### src/rtl/bcd_scan_controller.sv
// Three-digit decimal display front end: binary-to-BCD repeated-subtraction
// converter with atomic commit, plus a free-running dwell-timed digit scanner.
module bcd_scan_controller #(
    parameter int unsigned DWELL_CYCLES  = 10,
    parameter bit          BLANK_LEADING = 1'b1
) (
    input  logic       clock,
    input  logic       reset,
    input  logic       in_valid,
    input  logic [7:0] in_data,
    output logic       in_ready,
    output logic       busy,
    output logic [3:0] digit,
    output logic [1:0] digit_place,
    output logic       digit_blank,
    output logic       digit_strobe
);

    localparam int unsigned CNT_W = (DWELL_CYCLES > 1) ? $clog2(DWELL_CYCLES) : 1;

    typedef enum logic [1:0] {
        IDLE   = 2'd0,
        HUND   = 2'd1,
        TENS   = 2'd2,
        COMMIT = 2'd3
    } state_t;

    state_t     state, state_n;
    logic [7:0] rem, rem_n;
    logic [1:0] hc, hc_n;
    logic [3:0] tc, tc_n;
    logic       commit_c;

    logic [1:0] disp_h;
    logic [3:0] disp_t;
    logic [3:0] disp_o;

    logic [CNT_W-1:0] cnt;
    logic             advance_c;
    logic [1:0]       place_n;
    logic [3:0]       digit_n;
    logic             blank_n;

    // Conversion FSM state and working registers
    always_ff @(posedge clock or posedge reset) begin
        if (reset) begin
            state    <= IDLE;
            rem      <= '0;
            hc       <= '0;
            tc       <= '0;
            in_ready <= 1'b1;
            busy     <= 1'b0;
        end else begin
            state    <= state_n;
            rem      <= rem_n;
            hc       <= hc_n;
            tc       <= tc_n;
            in_ready <= (state_n == IDLE);
            busy     <= (state_n != IDLE);
        end
    end

    always_comb begin
        state_n  = state;
        rem_n    = rem;
        hc_n     = hc;
        tc_n     = tc;
        commit_c = 1'b0;
        case (state)
            IDLE: begin
                if (in_valid) begin
                    rem_n   = in_data;
                    hc_n    = '0;
                    tc_n    = '0;
                    state_n = HUND;
                end
            end
            HUND: begin
                if (rem >= 8'd100) begin
                    rem_n = rem - 8'd100;
                    hc_n  = hc + 2'd1;
                end else begin
                    state_n = TENS;
                end
            end
            TENS: begin
                if (rem >= 8'd10) begin
                    rem_n = rem - 8'd10;
                    tc_n  = tc + 4'd1;
                end else begin
                    state_n = COMMIT;
                end
            end
            COMMIT: begin
                commit_c = 1'b1;
                state_n  = IDLE;
            end
            default: state_n = IDLE;
        endcase
    end

    // Display registers change only on the commit edge
    always_ff @(posedge clock or posedge reset) begin
        if (reset) begin
            disp_h <= '0;
            disp_t <= '0;
            disp_o <= '0;
        end else if (commit_c) begin
            disp_h <= hc;
            disp_t <= tc;
            disp_o <= rem[3:0];
        end
    end

    // Scanner: next place, and its digit/blank taken from pre-commit display regs
    assign advance_c = (cnt == CNT_W'(DWELL_CYCLES - 1));

    always_comb begin
        place_n = 2'd2;
        digit_n = 4'd0;
        blank_n = 1'b0;
        case (digit_place)
            2'd2:    place_n = 2'd1;
            2'd1:    place_n = 2'd0;
            default: place_n = 2'd2;
        endcase
        case (place_n)
            2'd2: begin
                digit_n = 4'(disp_h);
                blank_n = BLANK_LEADING && (disp_h == 2'd0);
            end
            2'd1: begin
                digit_n = disp_t;
                blank_n = BLANK_LEADING && (disp_h == 2'd0) && (disp_t == 4'd0);
            end
            default: begin
                digit_n = disp_o;
                blank_n = 1'b0;
            end
        endcase
    end

    always_ff @(posedge clock or posedge reset) begin
        if (reset) begin
            cnt          <= '0;
            digit_place  <= 2'd2;
            digit        <= 4'd0;
            digit_blank  <= BLANK_LEADING;
            digit_strobe <= 1'b0;
        end else begin
            digit_strobe <= advance_c;
            if (advance_c) begin
                cnt         <= '0;
                digit_place <= place_n;
                digit       <= digit_n;
                digit_blank <= blank_n;
            end else begin
                cnt <= cnt + CNT_W'(1);
            end
        end
    end

endmodule

### config.mk
export PLATFORM = sky130hd
export DESIGN_NAME = bcd_scan_controller
export DESIGN_NICKNAME = d
export VERILOG_FILES = /design/src/rtl/bcd_scan_controller.sv
export SDC_FILE = /design/constraint.sdc
export NUM_CORES = 1
export LEC_CHECK = 0
export CAP_MARGIN = 20
export CORE_MARGIN = 2
export CORE_UTILIZATION = 35
export CTS_CLUSTER_SIZE = 25
export DETAILED_ROUTE_END_ITERATION = 8
export GPL_ROUTABILITY_DRIVEN = 1
export SYNTH_ARGS = -nofsm -noshare
export SYNTH_HDL_FRONTEND = slang
export SYNTH_SLANG_ARGS = --single-unit
### constraint.sdc
create_clock -name clock -period 5 [get_ports clock]
set_input_delay 1 -clock clock [delete_from_list [all_inputs] [get_ports clock]]
set_output_delay 1 -clock clock [all_outputs]
set_load 0.02 [all_outputs]
==> Implementation_results.wiki, run 1 <==
{| class="wikitable"
! Metric !! Value
|-
| Launching element type of the critical path || flop
|-
| Relative area change from synthesis to final layout || 16.38%
|-
| Result of the run || finished, final reports clean
|-
| Worst Hold Class || flop to flop
|-
| Power after layout || 1.592 mW
|-
| Core footprint || 0.006386 mm²
|-
| Initial core utilization || 36.25%
|-
| Slowest cell delay on critical path || 0.71 ns
|-
| Crit path kind || flop to flop
|-
| Overall die area || 0.007280 mm²
|-
| Post-DRT Antenna Nets || 0
|-
| Leakage || 1.201 nW
|-
| Placer congestion estimate || 0.7880
|-
| Worst IR drop on VDD || 0.0002027 V
|-
| Number of antenna violations at the first check in global routing || 0
|-
| Largest family of logic cells by synthesized area || compound AO/OA/AOI/OAI gates
|-
| Number of nets at the end of the flow || 277
|-
| Slew headroom || 52.27%
|-
| Peak clock frequency supported by timing || 379.3 MHz
|-
| Crit path required time || 5.19 ns
|-
| Worst Max-Slew Pin Slew || 0.7116 ns
|-
| Via count of the first global-routing pass || 1,652
|-
| Leading post-synthesis cells by cell area || sky130_fd_sc_hd__dfrtp_1, sky130_fd_sc_hd__ha_1, sky130_fd_sc_hd__mux2_2
|-
| Share of the clock period used by the worst path after layout || 52.73%
|-
| Clock buffers created by TritonCTS || 5
|-
| Simple-gate share of the synthesized area || 15.41%
|-
| Final critical-path setup slack || 2.363 ns
|-
| Number of DRC markers in iteration 0 || 92
|-
| Ys async rst share || 100.0%
|-
| Launching element of the worst setup path || state[1]
|-
| Number of enable-type register cells in the synthesized netlist || 0
|-
| Clk_lat worst skew || 0.30 ns
|-
| Clock root cell || sky130_fd_sc_hd__clkbuf_8
|-
| Switching Power || 651.5 µW
|-
| Beginning of the worst register-to-register path || state[1]
|-
| Total number of H-tree levels || 2
|-
| Via/cell ratio || 5.307
|-
| Pint || 940.3 µW
|-
| Synthesized-area fraction occupied by xor and xnor cells || 1.514%
|-
| Syn Std Cell Area || 0.002315 mm²
|-
| Share of total power in the clock network || 17.8%
|-
| Synth warnings || 0
|-
| CP Max Fanout || 12
|-
| Sum Neg Setup Slack || 0 ns
|-
| Final core utilization || 42.18%
|-
| Number of buffers added for setup after CTS || 0
|-
| Power per standard cell area || 590.9 mW/mm²
|-
| CTS tree || built
|-
| Number of iterations in the first detailed-routing pass || 4
|-
| Total via count in the routed design || 1,746
|-
| Global routing usage summed across all routing layers || 13.77%
|-
| Cell type of the slowest stage on the worst timing path || sky130_fd_sc_hd__o31ai_2
|-
| Total congestion overflow after global routing || 0
|-
| Crit-path cells || inv_1, ha_1, clkinv_1, o31ai_2, nor4_1, a211o_1
|-
| Multiplexer share of the synthesized area || 9.027%
|-
| Post-cts gate resize count || 0
|-
| Clock tree sinks || 40
|-
| Post-DP HPWL || 3290 µm
|-
| Fraction of final layout cells with drive strength greater than 1 || 14.29%
|-
| Clock transition at the registers of the reported paths || 0.09 ns
|-
| Clock tree skew after final layout || 0.007563 ns
|-
| Number of hold-slack violations in the final timing report || 0
|-
| Logic pwr share || 47.1%
|-
| Endpoint type of the worst setup path || flop
|-
| Quantity of hold-fixing buffers added after cts || 0
|-
| Share of Yosys cell area claimed by the top area cell type || 40.00%
|-
| Sequential share of the synthesized area || 43.41%
|-
| Die height || 85.33 µm
|-
| Port bufs || 20
|-
| Register bit count reported by yosys || 40
|-
| Worst Min Path Start || cnt[2]
|-
| Post-synthesis share of cell area spent on full adders, half adders and majority gates || 8.108%
|-
| Maximum number of buffers from clock root to sink || 2
|-
| Width of the chip || 85.33 µm
|-
| Total nets after synthesis || 257
|-
| Sequential group share of total power || 35.1%
|-
| Compound-Gate Fraction of Synth Area || 17.46%
|-
| First-pass GRT wire length || 8017 µm
|-
| Number of failing setup endpoints in the final timing report || 0
|-
| Most used flip-flop cell after synthesis || sky130_fd_sc_hd__dfrtp_1
|-
| Sw frac || 40.93%
|-
| Min cycle time layout || 2.637 ns
|-
| DP Worst Slack || 2.170 ns
|-
| Crit path arrival time || 2.83 ns
|-
| Site row count || 29
|-
| Overall routed net length || 4578 µm
|-
| Buf/Inv on CP || 2
|-
| Top-level port count || 21
|-
| Post-Syn Instances || 231
|-
| Library cell occupying the most area in the post-synthesis netlist || sky130_fd_sc_hd__dfrtp_1
|-
| Antenna diode count || 0
|-
| RSZ-0062 raised after global routing || no
|-
| Mean cell area of the mapped netlist || 10.02 µm²
|-
| Library cells used by synthesis || 46
|-
| Remaining DRCs || 0
|-
| CP top delay family || compound AO/OA/AOI/OAI gates
|-
| Max cap viols || 0
|-
| Final slew viol count || 0
|-
| Largest net degree at the start of global routing || 41
|-
| Average wire per cell in the routed design || 13.91 µm
|}
==> synth_stat cells, types with 2 or more instances <==
master	n
sky130_fd_sc_hd__a211oi_1	2
sky130_fd_sc_hd__a21oi_1	11
sky130_fd_sc_hd__a22o_1	3
sky130_fd_sc_hd__a22oi_1	4
sky130_fd_sc_hd__and3_1	3
sky130_fd_sc_hd__buf_2	4
sky130_fd_sc_hd__buf_6	2
sky130_fd_sc_hd__clkbuf_1	3
sky130_fd_sc_hd__dfrtp_1	37
sky130_fd_sc_hd__dfstp_2	3
sky130_fd_sc_hd__ha_1	15
sky130_fd_sc_hd__inv_1	16
sky130_fd_sc_hd__mux2_2	15
sky130_fd_sc_hd__mux2i_1	4
sky130_fd_sc_hd__nand2_1	23
sky130_fd_sc_hd__nand2b_1	3
sky130_fd_sc_hd__nand3_1	5
sky130_fd_sc_hd__nor2_1	15
sky130_fd_sc_hd__nor2b_1	5
sky130_fd_sc_hd__nor3_1	4
sky130_fd_sc_hd__nor3b_1	2
sky130_fd_sc_hd__nor4_1	4
sky130_fd_sc_hd__o211ai_1	3
sky130_fd_sc_hd__o21ai_0	17
sky130_fd_sc_hd__o221ai_1	2
sky130_fd_sc_hd__o31ai_1	3
sky130_fd_sc_hd__or4_1	2
sky130_fd_sc_hd__xnor2_1	3
==> final timing paths <==
kind                            endpoint  slack, ns  cells after the start
worst min-delay path              cnt[2]       0.50                      1
worst max register to register    rem[5]       2.36                      6
min in group asynchronous       digit[1]       1.13                      3
worst max-delay path              rem[5]       2.36                      6
max in group asynchronous       in_ready       3.50                      3
worst min register to register    cnt[2]       0.50                      1
==> area by class of cell <==
class                           instances  area (µm²)
Clock inverter                          2       38.79
Inverter                               17       63.81
Sequential cell                        40        1005
Fill cell                             620        3692
Timing Repair Buffer                   22       215.2
Tap cell                               77       96.34
Multi-Input combinational cell        165        1192
Clock buffer                            6       82.58
==> registers in the layout (all words and copies together), names as in the netlist, 2 cells and up <==
name / flops
disp_o: 4
disp_t: 4
digit_place: 2
hc: 2
state: 2
disp_h: 2
digit: 4
rem: 8
tc: 4
cnt: 4
==> worst register-to-register path, delay by kind of cell, from the launching register on <==
family | cells | cell delay [ns]
and+or+nand+nor | 1 | 0.13
buffers and inverters | 2 | 0.52
DFF | 1 | 0.45
AOI/OAI and AO/OA | 2 | 1.00
adders and majority gates | 1 | 0.44
==> cell usage in the layout (no fill, tap or decap), types with 4 or more instances in the layout <==
cell	count
sky130_fd_sc_hd__nor2_1	15
sky130_fd_sc_hd__nand2_1	23
sky130_fd_sc_hd__a22oi_1	4
sky130_fd_sc_hd__clkdlybuf4s50_1	20
sky130_fd_sc_hd__nor2b_1	5
sky130_fd_sc_hd__nor3_1	4
sky130_fd_sc_hd__inv_1	16
sky130_fd_sc_hd__ha_1	15
sky130_fd_sc_hd__dfrtp_1	37
sky130_fd_sc_hd__nand3_1	5
sky130_fd_sc_hd__clkbuf_8	6
sky130_fd_sc_hd__mux2_2	15
sky130_fd_sc_hd__a21oi_1	11
sky130_fd_sc_hd__nor4_1	4
sky130_fd_sc_hd__mux2i_1	4
sky130_fd_sc_hd__o21ai_0	17
==> per-layer routing <==
layer | part of all wire [%] | up-vias | track usage, % | routed length [µm]
met5 | 0 | - | 0 | 0
met4 | 1.6 | 0 | 4.762 | 74
met2 | 48 | 28 | 21.59 | 2181
met3 | 3.5 | 8 | 3.016 | 159
met1 | 47 | 843 | 18.80 | 2163
li1 | - | 867 | - | -
==> metrics by stage <==
stage          std cells  cell area (µm²)  hold WS, ns
2_1_floorplan        231             2315       0.4663
3_3_place_gp         321             2572       0.4853
3_5_place_dp         321             2572       0.4955
4_1_cts              329             2694       0.5111
5_1_grt              329             2694       0.5377
6_report             329             2694       0.5049
==> power groups by stage <==
stage	Combinational (mW)	Clock (mW)	Sequential [mW]
final	0.749	0.284	0.559
after global routing	0.843	0.304	0.579
after CTS	0.752	0.290	0.559
after detailed placement	0.746	0	0.567
after global placement	0.738	0	0.563
after floorplan	0.615	0	0.531
==> cells by family (layout without fill, tap and decap cells) <==
group | Yosys count | in the layout
AOI/OAI and AO/OA | 57 | 57
xor gates and xnor gates | 4 | 4
adders and majority gates | 15 | 15
buffers and inverters | 26 | 47
DFF | 40 | 40
muxes | 19 | 19
and+or+nand+nor | 70 | 70
No activity file was read; power rests on OpenSTA's default activity.
==> run 2, diff against run 1 <==
==> constraint.sdc (replaced) <==
create_clock -name clock -period 2.2 [get_ports clock]
set_input_delay 0.44 -clock clock [delete_from_list [all_inputs] [get_ports clock]]
set_output_delay 0.44 -clock clock [all_outputs]
set_load 0.02 [all_outputs]
==> Implementation_results.wiki, run 2 (synthesis results as in run 1) <==
{| class="wikitable"
! Metric !! Value
|-
| Final slew viol count || 0
|-
| DP Worst Slack || 0.1792 ns
|-
| Buf/Inv on CP || 2
|-
| Worst Hold Class || flop to flop
|-
| Average wire per cell in the routed design || 13.92 µm
|-
| Sum Neg Setup Slack || 0 ns
|-
| Crit path arrival time || 2.23 ns
|-
| Total number of H-tree levels || 2
|-
| Final Cell Area || 0.002754 mm²
|-
| Clock tree sinks || 40
|-
| Slowest cell delay on critical path || 0.43 ns
|-
| Via count of the first global-routing pass || 1,819
|-
| Standard cell area after detailed placement || 0.002648 mm²
|-
| Clock tree skew after final layout || 0.003570 ns
|-
| Post-DRT Antenna Nets || 0
|-
| Number of failing setup endpoints in the final timing report || 0
|-
| Worst IR drop on VDD || 0.0005194 V
|-
| Most frequent standard cell in the layout excluding fill and tap cells || sky130_fd_sc_hd__dfrtp_1
|-
| Endpoint type of the worst setup path || flop
|-
| Fraction of final layout cells with drive strength greater than 1 || 17.56%
|-
| Max reg flops || 8
|-
| Port bufs || 20
|-
| Total congestion overflow after global routing || 0
|-
| Final critical-path setup slack || 0.1769 ns
|-
| Share of the clock period used by the worst path after layout || 91.96%
|-
| Post-DP HPWL || 3492 µm
|-
| Total via count in the routed design || 1,795
|-
| Relative area change from synthesis to final layout || 18.97%
|-
| Largest reg by FF count || rem
|-
| Power per standard cell area || 1330 mW/mm²
|-
| Crit path kind || flop to flop
|-
| Max cap viols || 0
|-
| Most frequent cells in the layout || sky130_fd_sc_hd__dfrtp_1, sky130_fd_sc_hd__nand2_1, sky130_fd_sc_hd__clkdlybuf4s50_1
|-
| Peak clock frequency supported by timing || 494.3 MHz
|-
| Placer congestion estimate || 0.7497
|-
| Clock buffers created by TritonCTS || 5
|-
| Number of antenna violations at the first check in global routing || 0
|-
| Top-level port count || 21
|-
| Overall routed net length || 4720 µm
|-
| Min cycle time layout || 2.023 ns
|-
| Worst Max-Slew Pin Slew || 0.5091 ns
|-
| Number of iterations in the first detailed-routing pass || 4
|-
| Overall die area || 0.007280 mm²
|-
| Remaining DRCs || 0
|-
| Number of hold-slack violations in the final timing report || 0
|-
| Global routing usage summed across all routing layers || 14.36%
|-
| Site row count || 29
|-
| Maximum number of buffers from clock root to sink || 2
|-
| Antenna diode count || 0
|-
| Clock root cell || sky130_fd_sc_hd__clkbuf_8
|-
| First-pass GRT wire length || 8445 µm
|-
| Launching element type of the critical path || flop
|-
| Clock transition at the registers of the reported paths || 0.08 ns
|-
| Via/cell ratio || 5.295
|-
| Number of DRC markers in iteration 0 || 64
|-
| Multi-input logic area || 0.001201 mm²
|-
| Initial core utilization || 36.25%
|-
| Core footprint || 0.006386 mm²
|-
| Final core utilization || 43.12%
|-
| Cell type of the slowest stage on the worst timing path || sky130_fd_sc_hd__dfrtp_1
|-
| Slew headroom || 66.06%
|-
| Count of fill cells added during filler insertion || 621
|-
| Width of the chip || 85.33 µm
|-
| Die height || 85.33 µm
|-
| CTS tree || built
|-
| CP top delay family || compound AO/OA/AOI/OAI gates
|-
| Crit-path cells || inv_1, ha_1, nor4b_2, a311oi_2, o31ai_4, buf_4, o31ai_1
|-
| CP Max Fanout || 7
|-
| Crit path required time || 2.40 ns
|-
| Reg area || 0.001005 mm²
|-
| Result of the run || finished, final reports clean
|-
| Quantity of hold-fixing buffers added after cts || 0
|-
| RSZ-0062 raised after global routing || no
|-
| Number of nets at the end of the flow || 287
|-
| Leakage || 1.232 nW
|-
| Clk_lat worst skew || 0.30 ns
|-
| Largest net degree at the start of global routing || 41
|}
[run 2: cell count changes in the layout (fill, tap and decap cells not counted)]
cell / change
sky130_fd_sc_hd__o31ai_2: -1
sky130_fd_sc_hd__clkinv_4: -1
sky130_fd_sc_hd__bufinv_16: -1
sky130_fd_sc_hd__clkinvlp_4: +2
sky130_fd_sc_hd__buf_4: +10
sky130_fd_sc_hd__o31ai_4: +1
[run 2: cell type report]
cell class	count	area share (%)
Multi-Input combinational cell	165	43.62
Sequential cell	40	36.48
Timing Repair Buffer	32	10.54
Tap cell	77	3.498
Clock buffer	6	2.999
Inverter	17	2.317
Clock inverter	2	0.5452
[run 2: path summary, 6_finish.rpt]
kind                            end  depth (start not counted)  slack [ns]  startpoint
setup reg to reg             rem[6]                          7        0.18    state[0]
hold / removal               cnt[2]                          1        0.51      cnt[2]
max in group asynchronous  in_ready                          3        1.26       reset
setup / recovery             rem[6]                          7        0.18    state[0]
hold reg to reg              cnt[2]                          1        0.51      cnt[2]
min in group asynchronous    rem[3]                          3        0.56       reset
[run 2: metal layers]
metal / up-vias / GRT usage [%] / part of all wire (%)
li1: 881 / - / -
met1: 870 / 18.95 / 47
met2: 40 / 24.01 / 49
met3: 4 / 2.918 / 3.6
met4: 0 / 3.896 / 0.85
met5: - / 0 / 0
[run 2: report_power, final]
part,switching [mW],leakage (nW),internal [mW]
Combinational,0.993,0.680,0.898
Clock,0.276,0.0434,0.254
Sequential,0.257,0.509,0.984
Total,1.53,1.23,2.14
[run 2: timing repair]
action,4_1_cts,5_1_grt
resized for setup,0,1
endpoints found under the setup margin,0,1
setup buffers,0,0
[run 2: per-stage QoR]
step | hold slack [ns] | total power, mW | instances
global placement | 0.4827 | 3.111 | 331
detailed placement | 0.4961 | 3.137 | 331
CTS | 0.5153 | 3.676 | 339
floorplan | 0.4663 | 2.604 | 231
global route | 0.5254 | 3.989 | 339
finish | 0.5118 | 3.663 | 339
